===== src/rtl/vga_scanout.sv =====
// vga_scanout: VGA sync/blank timing, word-prefetch FIFO and pixel unpacker; define VGA_SCANOUT_UNDERFLOW_CNT_EN to build the underflowed-frame counter.
module vga_scanout #(
  parameter int H_ACTIVE = 640,
  parameter int H_FP = 16,
  parameter int H_SYNC = 96,
  parameter int H_BP = 48,
  parameter int V_ACTIVE = 480,
  parameter int V_FP = 11,
  parameter int V_SYNC = 2,
  parameter int V_BP = 31,
  parameter int PIX_W = 18,
  parameter int PIX_PER_WORD = 2,
  parameter int FIFO_DEPTH = 8,
  parameter int ADDR_W = 18,
  localparam int MEM_W = PIX_W * PIX_PER_WORD,
  localparam int H_TOT = H_ACTIVE + H_FP + H_SYNC + H_BP,
  localparam int V_TOT = V_ACTIVE + V_FP + V_SYNC + V_BP,
  localparam int HW = $clog2(H_TOT),
  localparam int VW = $clog2(V_TOT)
) (
  input  logic              clk,
  input  logic              rst,
  input  logic              pix_ce,
  input  logic              frame_flag,
  output logic              mem_req,
  output logic [ADDR_W-1:0] mem_addr,
  input  logic              mem_done,
  input  logic [MEM_W-1:0]  mem_data,
  output logic [PIX_W-1:0]  pixel,
  output logic              hsync,
  output logic              vsync,
  output logic              blank,
  output logic [HW-1:0]     hcount,
  output logic [VW-1:0]     vcount,
  output logic              underflow,
  output logic [15:0]       underflow_count
);
  localparam int AW = $clog2(FIFO_DEPTH);
  localparam int SW = PIX_PER_WORD > 1 ? $clog2(PIX_PER_WORD) : 1;
  localparam logic [HW-1:0] H_LAST = HW'(H_TOT - 1);
  localparam logic [HW-1:0] H_ACT = HW'(H_ACTIVE);
  localparam logic [HW-1:0] HS_ON = HW'(H_ACTIVE + H_FP);
  localparam logic [HW-1:0] HS_OFF = HW'(H_ACTIVE + H_FP + H_SYNC);
  localparam logic [VW-1:0] V_LAST = VW'(V_TOT - 1);
  localparam logic [VW-1:0] V_ACT = VW'(V_ACTIVE);
  localparam logic [VW-1:0] VS_ON = VW'(V_ACTIVE + V_FP);
  localparam logic [VW-1:0] VS_OFF = VW'(V_ACTIVE + V_FP + V_SYNC);
  localparam logic [AW:0] DEPTH = (AW + 1)'(FIFO_DEPTH);
  localparam logic [SW-1:0] SUB_LAST = SW'(PIX_PER_WORD - 1);
  localparam logic [ADDR_W-1:0] ADDR_LAST = ADDR_W'(H_ACTIVE * V_ACTIVE / PIX_PER_WORD - 1);
  typedef enum logic [1:0] {IDLE, REQ, DISCARD} state_t;
  state_t state, state_n;
  logic [MEM_W-1:0] fifo [FIFO_DEPTH];
  logic [PIX_W-1:0] lane [PIX_PER_WORD];
  logic [AW-1:0] rd_ptr, wr_ptr;
  logic [AW:0] count;
  logic [SW-1:0] sub;
  logic step, h_wrap, v_wrap, flush, active, empty, hit, pop, push;
  assign step = pix_ce && !frame_flag;
  assign h_wrap = hcount == H_LAST;
  assign v_wrap = h_wrap && vcount == V_LAST;
  assign flush = frame_flag || (step && v_wrap);
  assign active = hcount < H_ACT && vcount < V_ACT;
  assign empty = count == '0;
  assign hit = step && active && !underflow && !empty;
  assign pop = hit && sub == SUB_LAST;
  assign push = state == REQ && mem_done && !flush;
  assign mem_req = state != IDLE;
  for (genvar k = 0; k < PIX_PER_WORD; k++) begin : g_lane
    assign lane[k] = fifo[rd_ptr][MEM_W-1-k*PIX_W -: PIX_W];
  end
  // A request caught by a flush must still finish on the bus before its data can be dropped.
  always_comb begin
    state_n = state;
    if (state == IDLE) state_n = (!flush && count < DEPTH) ? REQ : IDLE;
    else if (state == REQ) state_n = mem_done ? IDLE : flush ? DISCARD : REQ;
    else state_n = mem_done ? IDLE : DISCARD;
  end
  always_ff @(posedge clk) if (push) fifo[wr_ptr] <= mem_data;
  always_ff @(posedge clk or posedge rst) begin
    if (rst) begin
      state <= IDLE;
      mem_addr <= '0;
      rd_ptr <= '0;
      wr_ptr <= '0;
      count <= '0;
      sub <= '0;
      hcount <= '0;
      vcount <= '0;
      hsync <= 1'b1;
      vsync <= 1'b1;
      blank <= 1'b1;
      pixel <= '0;
      underflow <= 1'b0;
    end else begin
      state <= state_n;
      // The address restart waits for an outstanding request so mem_addr stays stable under mem_req.
      if ((flush && !(mem_req && !mem_done)) || (state == DISCARD && mem_done)) mem_addr <= '0;
      else if (push) mem_addr <= mem_addr == ADDR_LAST ? '0 : mem_addr + 1'b1;
      if (flush) begin
        rd_ptr <= '0;
        wr_ptr <= '0;
        count <= '0;
        sub <= '0;
      end else begin
        if (push) wr_ptr <= wr_ptr + 1'b1;
        if (pop) rd_ptr <= rd_ptr + 1'b1;
        if (hit) sub <= pop ? '0 : sub + 1'b1;
        count <= count + (AW + 1)'(push) - (AW + 1)'(pop);
      end
      if (frame_flag) begin
        hcount <= '0;
        vcount <= '0;
      end else if (pix_ce) begin
        hcount <= h_wrap ? '0 : hcount + 1'b1;
        if (h_wrap) vcount <= v_wrap ? '0 : vcount + 1'b1;
        hsync <= !(hcount >= HS_ON && hcount < HS_OFF);
        vsync <= !(vcount >= VS_ON && vcount < VS_OFF);
        blank <= !active;
        pixel <= hit ? lane[sub] : '0;
      end
      if (flush) underflow <= 1'b0;
      else if (step && active && empty) underflow <= 1'b1;
    end
  end
`ifdef VGA_SCANOUT_UNDERFLOW_CNT_EN
  always_ff @(posedge clk or posedge rst) begin
    if (rst) underflow_count <= '0;
    else if (step && v_wrap && underflow && underflow_count != 16'hFFFF) underflow_count <= underflow_count + 1'b1;
  end
`else
  assign underflow_count = '0;
`endif
endmodule


===== config.mk =====
export PLATFORM = sky130hd
export DESIGN_NAME = vga_scanout
export DESIGN_NICKNAME = d
export VERILOG_FILES = /design/src/rtl/vga_scanout.sv
export SDC_FILE = /design/constraint.sdc
export NUM_CORES = 1
export LEC_CHECK = 0
export CORE_ASPECT_RATIO = 0.9
export CORE_MARGIN = 2
export CORE_UTILIZATION = 45
export CTS_CLUSTER_DIAMETER = 150
export DETAILED_ROUTE_END_ITERATION = 10
export PLACE_DENSITY = 0.68
export SYNTH_ARGS = -nofsm -noshare
export SYNTH_HDL_FRONTEND = slang
export SYNTH_SLANG_ARGS = --single-unit

===== constraint.sdc =====
create_clock -name clk -period 13.9 [get_ports clk]
set_input_delay 2.78 -clock clk [delete_from_list [all_inputs] [get_ports clk]]
set_output_delay 2.78 -clock clk [all_outputs]
set_load 0.05 [all_outputs]

# [Yosys cells after proc, flatten, opt, wreduce, memory -nomap -nowiden]
# Memory sizes are Yosys's and may differ from the RTL's.
# Index checks and enable logic that the tools add are counted.
# Widths: inputs -> output; s select.
[word_totals] in_bits=41 out_inout_bits=77 elab_cells=109 ff_bits=73 memories=1 ramBits=288
[op_classes] n_eq_ne=5 n_reduce_logical=40 bitwise_logic=2 add_sub_neg=8 n_mux=32 n_lt_le_gt_ge=8
[mem_list] name="fifo" words=8 width=36 read_ports=1 rd_ports_with_merged_regs=0 write_ports=1 line_no="53" rtl="logic [MEM_W-1:0] fifo [FIFO_DEPTH];"
[op_table] op="$mux 18" count=7
[op_table] op="$mux 10" count=7
[op_table] op="$add 10x1->10 const B" count=2
[op_table] op="$eq 10x10->1 const B" count=2
[op_table] op="$lt 10x10->1 const B" count=2
[op_table] op="$lt 10x9->1 const B" count=2
[op_table] op="$add 18x1->18 const B" count=1
[op_table] op="$eq 18x18->1 const B" count=1
[op_table] op="$logic_and 1x1->1" count=17
[op_table] op="$reduce_bool 2->1" count=8
[op_table] op="$mux 3" count=4
[op_table] op="$ge 10x10->1 const B" count=1
[op_table] op="$ge 10x9->1 const B" count=1
[op_table] op="$mux 2" count=5
[op_table] op="$logic_not 1->1" count=9
[op_table] op="$mux 1" count=8
[op_table] op="$add 3x1->3 const B" count=2
[op_table] op="$add 4x1->4" count=1
[op_table] op="$logic_not 4->1" count=1
[op_table] op="$lt 4x4->1 const B" count=1
[op_table] op="$mux 4" count=1
[op_table] op="$reduce_and 2->1" count=2
[op_table] op="$sub 4x1->4" count=1
[op_table] op="$eq 2x1->1 const B" count=1
[op_table] op="7 further kinds" count=8

# [Depth between registers and ports, before layout]
# Gate-level depths: netlist (run 1).
[depth] depth_word=9 mapped_depth=14 mapped_depth_nobuf=13

# [Least setup slack after synthesis (run 1)]
# No wires, ideal clock.
[synth_path] path_kind="input to register" startpoint="input pix_ce" endpoint="memory fifo[4][0] in the netlist's numbering (enable)" path_buffers=3 setup_time_ns=0.532 arrival_time_ns=7.650 path_stages=8 setup_slack_ns=5.717 required_time_ns=13.368 cell_sequence="and4_1 and4_1 buf_2 a21boi_2 inv_1 buf_4 buf_4 nor4b_1"
[synth_between] elab_chain_cells=7
[synth_rtl] item="from (decl)" line_no="23" rtl="input logic pix_ce,"
[synth_rtl] item="$logic_and 1x1->1" line_no="59" rtl="assign step = pix_ce && !frame_flag;"
[synth_rtl] item="$logic_and 1x1->1" line_no="62" rtl="assign flush = frame_flag || (step && v_wrap);"
[synth_rtl] item="$logic_or 1x1->1" line_no="62"
[synth_rtl] item="$logic_not 1->1" line_no="67" rtl="assign push = state == REQ && mem_done && !flush;"
[synth_rtl] item="$logic_and 1x1->1" line_no="67"
[synth_rtl] item="$mux 1" line_no="79" rtl="always_ff @(posedge clk) if (push) fifo[wr_ptr] <= mem_data;"
[synth_rtl] item="$mux 1 (implied by the code)" line_no="79"
[synth_rtl] item="to (decl)" line_no="53"
# No other way between the ends.

# [Worst setup path in the final report (run 1)]
[layout_path] startpoint="input pix_ce" endpoint="register count[2]"
[layout_between] elab_chain_cells=8 elab_cells_between_ends=12 cone_classes="add/sub (2); mux (1); reduce/logical (9)"
[layout_rtl] item="$logic_and 1x1->1 (*)" line_no="59"
[layout_rtl] item="$logic_and 1x1->1" line_no="62"
[layout_rtl] item="$logic_or 1x1->1" line_no="62"
[layout_rtl] item="$logic_not 1->1" line_no="67"
[layout_rtl] item="$logic_and 1x1->1" line_no="67"
[layout_rtl] item="$add 4x1->4" line_no="109" rtl="count <= count + (AW + 1)'(push) - (AW + 1)'(pop);"
[layout_rtl] item="$sub 4x1->4" line_no="109"
[layout_rtl] item="$mux 4 (*)" line_no="100" rtl="if (flush) begin"
[layout_rtl] item="to (signal assigned)" line_no="109"
[layout_rtl] item="to (decl)" line_no="56" rtl="logic [AW:0] count;"
# Every way passes the cells marked *; elsewhere a longest branch is shown, timed or not.
# A chain may end at the register's enable or synchronous reset.

==> summary.md, run 1 <==
| Metric | Value |
|---|---|
| Fill cells | 2,609 |
| Relative slew slack | 0.3162 |
| Mapped Area | 15,040 um2 |
| Initial antenna violation count | 0 |
| Area of the die | 34,900 um2 |
| FF-to-FF setup slack | 10,390 ps |
| Site Rows | 63 |
| PwrDens | 129.9 nW/um2 |
| Seq/Total Area, Yosys | 0.6968 |
| MaxCap Viol Count | 0 |
| VDD IR-drop max | 94.99 uV |
| Inserted Diodes | 0 |
| Ports | 118 |
| FF+latch count, synth | 361 |
| Area growth from synthesis to final layout | 16.79% |
| Hold_sp | blank |
| Core Region | 32,950 um2 |
| Post-route ant nets | 0 |
| Cells on Worst Hold Path | 2 |
| Worst Hold Class | reg -> reg |
| Vias | 7,847 |
| CTS tree | yes |
| Critical Path Sink Type | flip-flop |
| Ys async rst share | 0.2022 |
| Register-to-Register Path Depth | 11 |
| Post-CTS Setup Inserts | 0 |
| Total Wirelength | 29,820 um |
| Die height | 177.4 um |
| Final Non-Filler Cells | 1,373 |
| Most frequent cells in the layout | 288 x edfxtp_1, 101 x clkdlybuf4s50_1, 68 x dfrtp_1 |
| Terminus of the critical flop-to-flop path | count[2] |
| Total gr overflow | 0 |
| Main flop type after synthesis | edfxtp_1 |
| Period utilisation layout | 0.4164 |
| Max Fclk | 172.8 MHz |
| Placed insts | 1,309 |
| Outcome | finished, final reports clean |
| Initial core utilization | 0.4564 |
| Avg Cell Area, Syn | 18.50 um2 |
| RSZ-0062 raised after global routing | false |
| Crit path launch | pix_ce |
| Vias per cell | 5.715 |
| Post-CTS sizing | 0 |
| Port Buffers | 101 |
| Hold-fix buffers, CTS | 0 |
| Crit path max fanout | 22 |
| Post-synth cell types | 63 |
| Final HPWL DP | 16,970 um |
| Number of global-route vias before repair | 7,908 |
| DR WL/cell | 21.72 um |
| Placer congestion estimate | 0.8472 |
| Final instance area | 17,560 um2 |
| Clock root cell | clkbuf_16 |
| CTS sink cnt | 361 |
| Share of cells above drive strength 1 | 0.1577 |
| Fin crit period | 5788 ps |
| Hold endpoint | blank |
| CTS Buffer Depth | 3 |
| Die width | 196.7 um |
| Total track usage | 0.1754 |
| TritonCTS buffer count | 35 |
| Placed cell area | 16,390 um2 |
| Final Skew | 18.08 ps |
| Data arrival, critical path | 6170 ps |
| Most common cell after layout, fill and taps aside | edfxtp_1 |
| Yosys warning count | 0 |
| Data required, critical path | 14,280 ps |
| Drc violations | 0 |
| Kind of critical path | in -> reg |
| Cells after synthesis | 813 |
| EDFF count, synth | 288 |
| Sum Neg Setup Slack | 0 ps |
| Clk slew on worst S/H paths | 60 ps |
| Fin. max-slew vios | 0 |
| Endpoints failing setup | 0 |
| Final #Nets | 979 |
| H-tree depth | 2 |
| Hold Vio Cnt, Final | 0 |
| DR pass1 iterations | 4 |
| Static leakage | 0.005874 uW |
| Starting DRT DRC Count | 586 |
| R2R Path Start | vcount[0] |
| Largest net degree at the start of global routing | 74 |
| Clk Latency, worst-skew pair | 530 ps |
| First-pass GRT wire length | 46,700 um |
| Actual slew at the worst max-slew pin | 1026 ps |
| Worst setup SP type | input port |
-- sequential cells by signal (all words and copies together) (netlist names) --
register / flops
sub: 1
rd_ptr: 3
fifo: 288
count: 4
wr_ptr: 3
underflow: 1
state: 2
blank: 1
pixel: 18
hcount: 10
hsync: 1
vsync: 1
mem_addr: 18
vcount: 10
-- metrics by stage --
step | utilization | worst slack (ps) | power (uW) | hold WS (ps)
after floorplan | - | 5717 | 1295 | 488.0
after CTS | 0.5326 | 7623 | 2305 | 484.1
after global placement | 0.4973 | 7272 | 1343 | 467.4
final | 0.5330 | 8112 | 2282 | 482.6
after detailed placement | 0.4973 | 7120 | 1346 | 474.4
after global routing | 0.5330 | 7880 | 2354 | 513.8
-- synthesized netlist by cell type (9+ instances only) --
library cell    n  area [um2]
buf_2          14       70.07
nand4_1         9       56.30
edfxtp_1      288        8648
nor3_1         11       55.05
inv_1          23       86.33
nand3_1        17       85.08
mux4_1         32       840.8
buf_4          23       172.7
buf_6          11       123.9
xor2_1         16       140.1
a32o_1         18       180.2
ha_1           12       150.1
a21oi_1        22       110.1
nor4_1          9       56.30
mux4_2         58        1306
nand2_1        16       60.06
nor2_1         42       157.7
o21ai_0        13       65.06
dfrtp_1        70        1752
-- worst max path at each step --
stage	to	cells after the start
after floorplan	fifo[4][0]	8
after global placement	fifo[2][24]	7
after detailed placement	fifo[2][23]	7
after CTS	fifo[2][19]	7
after global routing	count[2]	11
final	count[2]	11
-- logic make-up (layout without fill, tap and decap cells) --
kind of cell | after synthesis | in the layout | synth area share
and+or+nand+nor | 155 | 155 | 0.05641
AOI/OAI and AO/OA | 86 | 86 | 0.04343
adders and majority gates | 13 | 13 | 0.01132
other | 1 | 16 | 0.0002494
buffers and inverters | 82 | 205 | 0.03420
DFF | 361 | 361 | 0.6968
muxes | 93 | 93 | 0.1448
xor gates and xnor gates | 22 | 22 | 0.01281
-- critical path, stage by stage --
cell	delay, ps
clkdlybuf4s50_1	520
and4_1	270
and4_1	310
a21boi_2	520
inv_1	520
ha_1	430
inv_1	40
ha_1	190
fa_1	380
xnor2_1	160
nor2_1	50
-- routing by layer --
metal  vias to the layer above  wire [um]  global-route usage
met4                         0        445             0.04104
met1                      4033      13310              0.2544
li1                       3502          -                   -
met2                       272      14060              0.2787
met3                        40       2004             0.03269
met5                         -          0                   0
-- where the power goes --
| group | switching [uW] | internal (uW) |
|---|---|---|
| Sequential | 10.4 | 1180 |
| Combinational | 87.0 | 42.3 |
| Clock | 394 | 566 |
-- area by class of cell --
type | count | area [um2] | area share
Multi-Input combinational cell | 385 | 4149 | 0.2362
Inverter | 23 | 87.58 | 0.004987
Tap cell | 422 | 528.0 | 0.03006
Sequential cell | 361 | 10480 | 0.5969
Clock inverter | 15 | 196.4 | 0.01118
Clock buffer | 48 | 965.9 | 0.05500
Timing Repair Buffer | 119 | 1152 | 0.06561
Power figures use the tool's default switching activity.
==> run 2, diff against run 1 <==
- clock period: 13.9 -> 5.73 ns (I/O delays scaled with it)
==> run 2 against run 1 <==
Total power up 150%; cell count rose by 0.29%; worst setup slack lost 6400 ps; via count increased by 1.1%; critical path type unchanged; largest power group unchanged; highest routed layer unchanged.
==> summary.md, run 2 (same netlist as run 1, synthesis figures left out) <==
| Metric | Value |
|---|---|
| Outcome | finished, final reports clean |
| Clock root cell | clkbuf_16 |
| Sum Neg Setup Slack | 0 ps |
| Total chip power | 5606 uW |
| Met1 usage | 0.2608 |
| Die width | 196.7 um |
| Data required, critical path | 6110 ps |
| Crit path launch | pix_ce |
| DR WL/cell | 21.99 um |
| Data arrival, critical path | 4400 ps |
| Post-CTS sizing | 0 |
| Family with the most delay on the worst path | buffers and inverters |
| TritonCTS buffer count | 36 |
| Placer congestion estimate | 0.8125 |
| Largest Register | fifo |
| VDD IR-drop max | 216.2 uV |
| R2R Path Start | hcount[5] |
| Number of global-route vias before repair | 7,836 |
| Initial antenna violation count | 0 |
| Largest stage delay on the critical path | 590 ps |
| Actual slew at the worst max-slew pin | 1098 ps |
| Largest register FFs | 288 |
| Hold endpoint | blank |
| Vias | 7,932 |
| Fin. max-slew vios | 0 |
| Met3 global-route usage | 0.02908 |
| MaxCap Viol Count | 0 |
| Largest net degree at the start of global routing | 57 |
| Crit-path cells | clkdlybuf4s50_1 -> and4_1 -> and4_1 -> a21boi_2 -> buf_4 -> inv_1 -> ha_1 -> inv_1 -> ha_1 -> a21o_1 -> a21oi_1 -> xnor2_1 -> nor2_1 |
| Layout Utilization | 0.5352 |
| Die height | 177.4 um |
| Hold_sp | blank |
| DR pass1 iterations | 5 |
| Total track usage | 0.1759 |
| Final #Nets | 981 |
| Critical path buffer and inverter count | 4 |
| Port Buffers | 101 |
| Most common cell after layout, fill and taps aside | edfxtp_1 |
| Initial core utilization | 0.4564 |
| Register-to-Register Path Depth | 12 |
| Vias per cell | 5.760 |
| Worst setup SP type | input port |
| Inserted Diodes | 0 |
| Final HPWL DP | 17,360 um |
| Core Region | 32,950 um2 |
| Post-route ant nets | 0 |
| Critical path's slowest cell | clkdlybuf4s50_1 |
| Clk slew on worst S/H paths | 60 ps |
| Hold Vio Cnt, Final | 0 |
| Period utilisation layout | 0.7029 |
| Area of the die | 34,900 um2 |
| Top flop regs | fifo: 288 flops, mem_addr: 18 flops, pixel: 18 flops |
| Max Fclk | 248.3 MHz |
| CTS sink cnt | 361 |
| Post-CTS Setup Inserts | 0 |
| Clk Latency, worst-skew pair | 520 ps |
| Fin crit period | 4027 ps |
| First-pass GRT wire length | 46,630 um |
| Site Rows | 63 |
| Most frequent cells in the layout | 288 x edfxtp_1, 101 x clkdlybuf4s50_1, 68 x dfrtp_1 |
| Relative slew slack | 0.2681 |
| H-tree depth | 2 |
| CTS Buffer Depth | 3 |
| PwrDens | 317.9 nW/um2 |
| Worst Hold Class | reg -> reg |
| Final Skew | 15.19 ps |
| Endpoints failing setup | 0 |
| Cells on Worst Hold Path | 2 |
| Grt met2 use | 0.2794 |
| Drc violations | 0 |
| Total Wirelength | 30,280 um |
| Area growth from synthesis to final layout | 17.27% |
| Total gr overflow | 0 |
| Starting DRT DRC Count | 559 |
| Hold-fix buffers, CTS | 0 |
| Kind of critical path | in -> reg |
| Critical Path Sink Type | flip-flop |
| GR peak layer | met2 |
| Share of cells above drive strength 1 | 0.1613 |
| Static leakage | 0.005912 uW |
| Terminus of the critical flop-to-flop path | count[3] |
| CTS tree | yes |
| Crit path max fanout | 22 |
| FF-to-FF setup slack | 2280 ps |
| RSZ-0062 raised after global routing | false |
| Ports | 118 |
## run 2: changes by cell type in the layout (fill, tap and decap cells not counted), moves of 2 or more
cell,previous run,this run
clkinv_1,3,0
buf_4,17,19
inv_16,0,2
clkbuf_1,10,13
clkbuf_8,3,6
## run 2: worst min-delay path: cells and delay by family (launching register included)
family                 cells  cell delay [ps]
AO/OA/AOI/OAI              1               50
flip-flops                 1              370
buffers and inverters      1               40
## run 2: area by class of cell
class / count / area [um2]
tap: 422 / 528.0
multi-input combinational: 385 / 4167
clock inverter: 10 / 158.9
fill: 2634 / 15310
sequential: 361 / 10480
inverter: 23 / 87.58
timing repair buffer: 120 / 1154
clock buffer: 56 / 1057
## run 2: worst max-delay path by stage
| stage | end | slack, ps | cells past startpoint |
|---|---|---|---|
| after global routing | count[3] | 1520 | 13 |
| after floorplan | fifo[6][0] | 410 | 7 |
| final | count[3] | 1700 | 13 |
| after global placement | count[3] | 1270 | 13 |
| after CTS | count[3] | 1740 | 13 |
| after detailed placement | count[3] | 1200 | 13 |
## run 2: where the power goes
group	internal, uW	switching [uW]	leakage (uW)	total, uW
logic	104	212	0.00173	315
registers	2870	25.8	0.00359	2900
clock network	1420	971	0.000596	2390
## run 2: per-stage QoR
step                      instance area (um2)  setup WS, ps  instances  hold slack (ps)
after global routing                    17640          1521       1377            484.9
after CTS                               17640          1744       1377            465.9
after detailed placement                16420          1205       1311            456.0
after global placement                  16420          1266       1311            450.2
after floorplan                         15110         408.5        828            488.0
final                                   17640          1703       1377            464.1
## run 2: layer usage
metal,up-vias,share of wire
li1,3520,-
met1,4075,0.44
met2,305,0.47
met3,32,0.072
met4,0,0.012
met5,-,0
==> run 3, diff against run 2 <==
- PLACE_DENSITY: 0.68 -> 0.71
- clock period: 5.73 -> 3.4 ns (I/O delays scaled with it)
==> run 3 against run 2 <==
Count of clock-buffer cells in the layout is 4 lower; routed wire length hardly changed; clock skew is 1.5 ps higher; final area is 1.3% higher; worst setup slack worse by 1100 ps; register-to-register slack worse by 1500 ps; sequential power is 68% higher; global-route usage is 0.16 points higher; critical path depth is 5 lower; cell count is 1.1% higher; clock power is 64% higher; flip-flop and latch count stayed put.
==> summary.md, run 3 (same netlist as run 1, synthesis figures left out) <==
| Metric | Value |
|---|---|
| Final Skew | 16.66 ps |
| Final instance area | 17,860 um2 |
| Crit path max fanout | 28 |
| CTS tree | yes |
| DR WL/cell | 21.77 um |
| Initial antenna violation count | 0 |
| P_sw | 1994 uW |
| CTS sink cnt | 361 |
| Register-to-Register Path Depth | 8 |
| Fin. max-slew vios | 0 |
| Relative slew slack | 0.4484 |
| Site Rows | 63 |
| DR pass1 iterations | 5 |
| Number of global-route vias before repair | 8,015 |
| Data required, critical path | 3610 ps |
| Die width | 196.7 um |
| Total gr overflow | 0 |
| Clk slew on worst S/H paths | 60 ps |
| Outcome | finished, final reports clean |
| Share of cells above drive strength 1 | 0.1763 |
| Initial core utilization | 0.4564 |
| VDD IR-drop max | 334.0 uV |
| Area of the die | 34,900 um2 |
| Hold-fix buffers, CTS | 0 |
| Largest net degree at the start of global routing | 72 |
| First-pass GRT wire length | 47,180 um |
| Total chip power | 9359 uW |
| Actual slew at the worst max-slew pin | 826.4 ps |
| Placer congestion estimate | 0.8507 |
| MaxCap Viol Count | 0 |
| Sum Neg Setup Slack | 0 ps |
| Cells on Worst Hold Path | 2 |
| Post-route ant nets | 0 |
| Largest register FFs | 288 |
| Data arrival, critical path | 2970 ps |
| Clk Latency, worst-skew pair | 520 ps |
| Hold Vio Cnt, Final | 0 |
| CTS Buffer Depth | 3 |
| Static leakage | 0.005976 uW |
| Placed insts | 1,327 |
| Most common cell after layout, fill and taps aside | edfxtp_1 |
| Drc violations | 0 |
| Vias | 7,974 |
| Clock root cell | clkbuf_16 |
| Vias per cell | 5.728 |
| Final #Nets | 997 |
| Starting DRT DRC Count | 541 |
| H-tree depth | 2 |
| Most frequent cells in the layout | 288 x edfxtp_1, 101 x clkdlybuf4s50_1, 64 x dfrtp_1 |
| Seq pwr share | 0.521 |
| Clock share of power | 0.420 |
| Total track usage | 0.1775 |
| Post-CTS sizing | 0 |
| Largest Register | fifo |
| Fin crit period | 2767 ps |
| Final Non-Filler Cells | 1,392 |
| Period utilisation layout | 0.8137 |
| Hold_sp | hsync |
| Placed cell area | 16,690 um2 |
| Max Fclk | 361.4 MHz |
| Switching share of power | 0.2130 |
| FF-to-FF setup slack | 730 ps |
| TritonCTS buffer count | 36 |
| RSZ-0062 raised after global routing | false |
| Final HPWL DP | 18,210 um |
| Final worst slack | 633.3 ps |
| Post-CTS Setup Inserts | 0 |
| Endpoints failing setup | 0 |
| Kind of critical path | in -> reg |
| Hold endpoint | hsync |
| PwrDens | 523.9 nW/um2 |
| Critical Path Sink Type | flip-flop |
| R2R Path Start | vcount[0] |
| Area growth from synthesis to final layout | 18.79% |
| Worst Hold Class | reg -> reg |
| Die height | 177.4 um |
| Inserted Diodes | 0 |
| Ports | 118 |
| Top flop regs | fifo: 288 flops, mem_addr: 18 flops, pixel: 18 flops |
| Worst setup SP type | input port |
| Total Wirelength | 30,300 um |
| Port Buffers | 101 |
| Internal | 7365 uW |
| Logic pwr share | 0.058 |
| Terminus of the critical flop-to-flop path | fifo[6][32] |
| Core Region | 32,950 um2 |
| Dpl ws | 119.8 ps |
==> run 3: area by class of cell <==
cell class              instances  area [um2]
well taps                     422       528.0
flip-flops and latches        361       10490
clock inverters                13       183.9
multi-input cells             385        4198
clock buffers                  52       991.0
repair buffers                136        1386
inverters                      23       87.58
fillers                      2575       15090
==> run 3: routing by layer <==
layer / wire [um] / track usage / part of all wire / up-vias
met2: 14430 / 0.2880 / 0.48 / 287
met1: 13360 / 0.2548 / 0.44 / 4118
met3: 1976 / 0.02680 / 0.065 / 38
met5: 0 / 0 / 0 / -
li1: - / - / - / 3531
met4: 538 / 0.04574 / 0.018 / 0
==> run 3: worst max path at each step <==
stage | from | slack [ps] | endpoint | depth (start not counted)
after CTS | pix_ce | 650 | fifo[6][32] | 8
after detailed placement | pix_ce | 120 | fifo[6][13] | 8
after floorplan | pix_ce | -220 | fifo[6][0] | 7
final | pix_ce | 630 | fifo[6][32] | 8
after global placement | pix_ce | 230 | fifo[6][13] | 8
after global routing | pix_ce | 520 | fifo[6][0] | 8
==> run 3: worst max-delay path, stage by stage <==
cell             delay [ps]
clkdlybuf4s50_1         530
and4_1                  290
and4_1                  230
a21boi_2                140
buf_4                   220
nand2_1                 260
nor3b_4                 350
buf_12                  260
==> run 3: power by group through the flow <==
| stage | clock, uW | combinational [uW] | sequential (uW) |
|---|---|---|---|
| 2_1_floorplan | 0 | 237 | 5060 |
| 3_3_place_gp | 0 | 541 | 4970 |
| 3_5_place_dp | 0 | 549 | 4970 |
| 4_1_cts | 4010 | 551 | 4880 |
| 5_1_grt | 4180 | 583 | 4880 |
| 6_report | 3930 | 545 | 4880 |
==> run 3: metrics by stage <==
stage               hold slack, ps  utilization
floorplan                    488.0            -
global placement             465.3       0.5065
detailed placement           474.6       0.5065
CTS                          483.9       0.5422
global route                 509.1       0.5422
finish                       478.3       0.5422
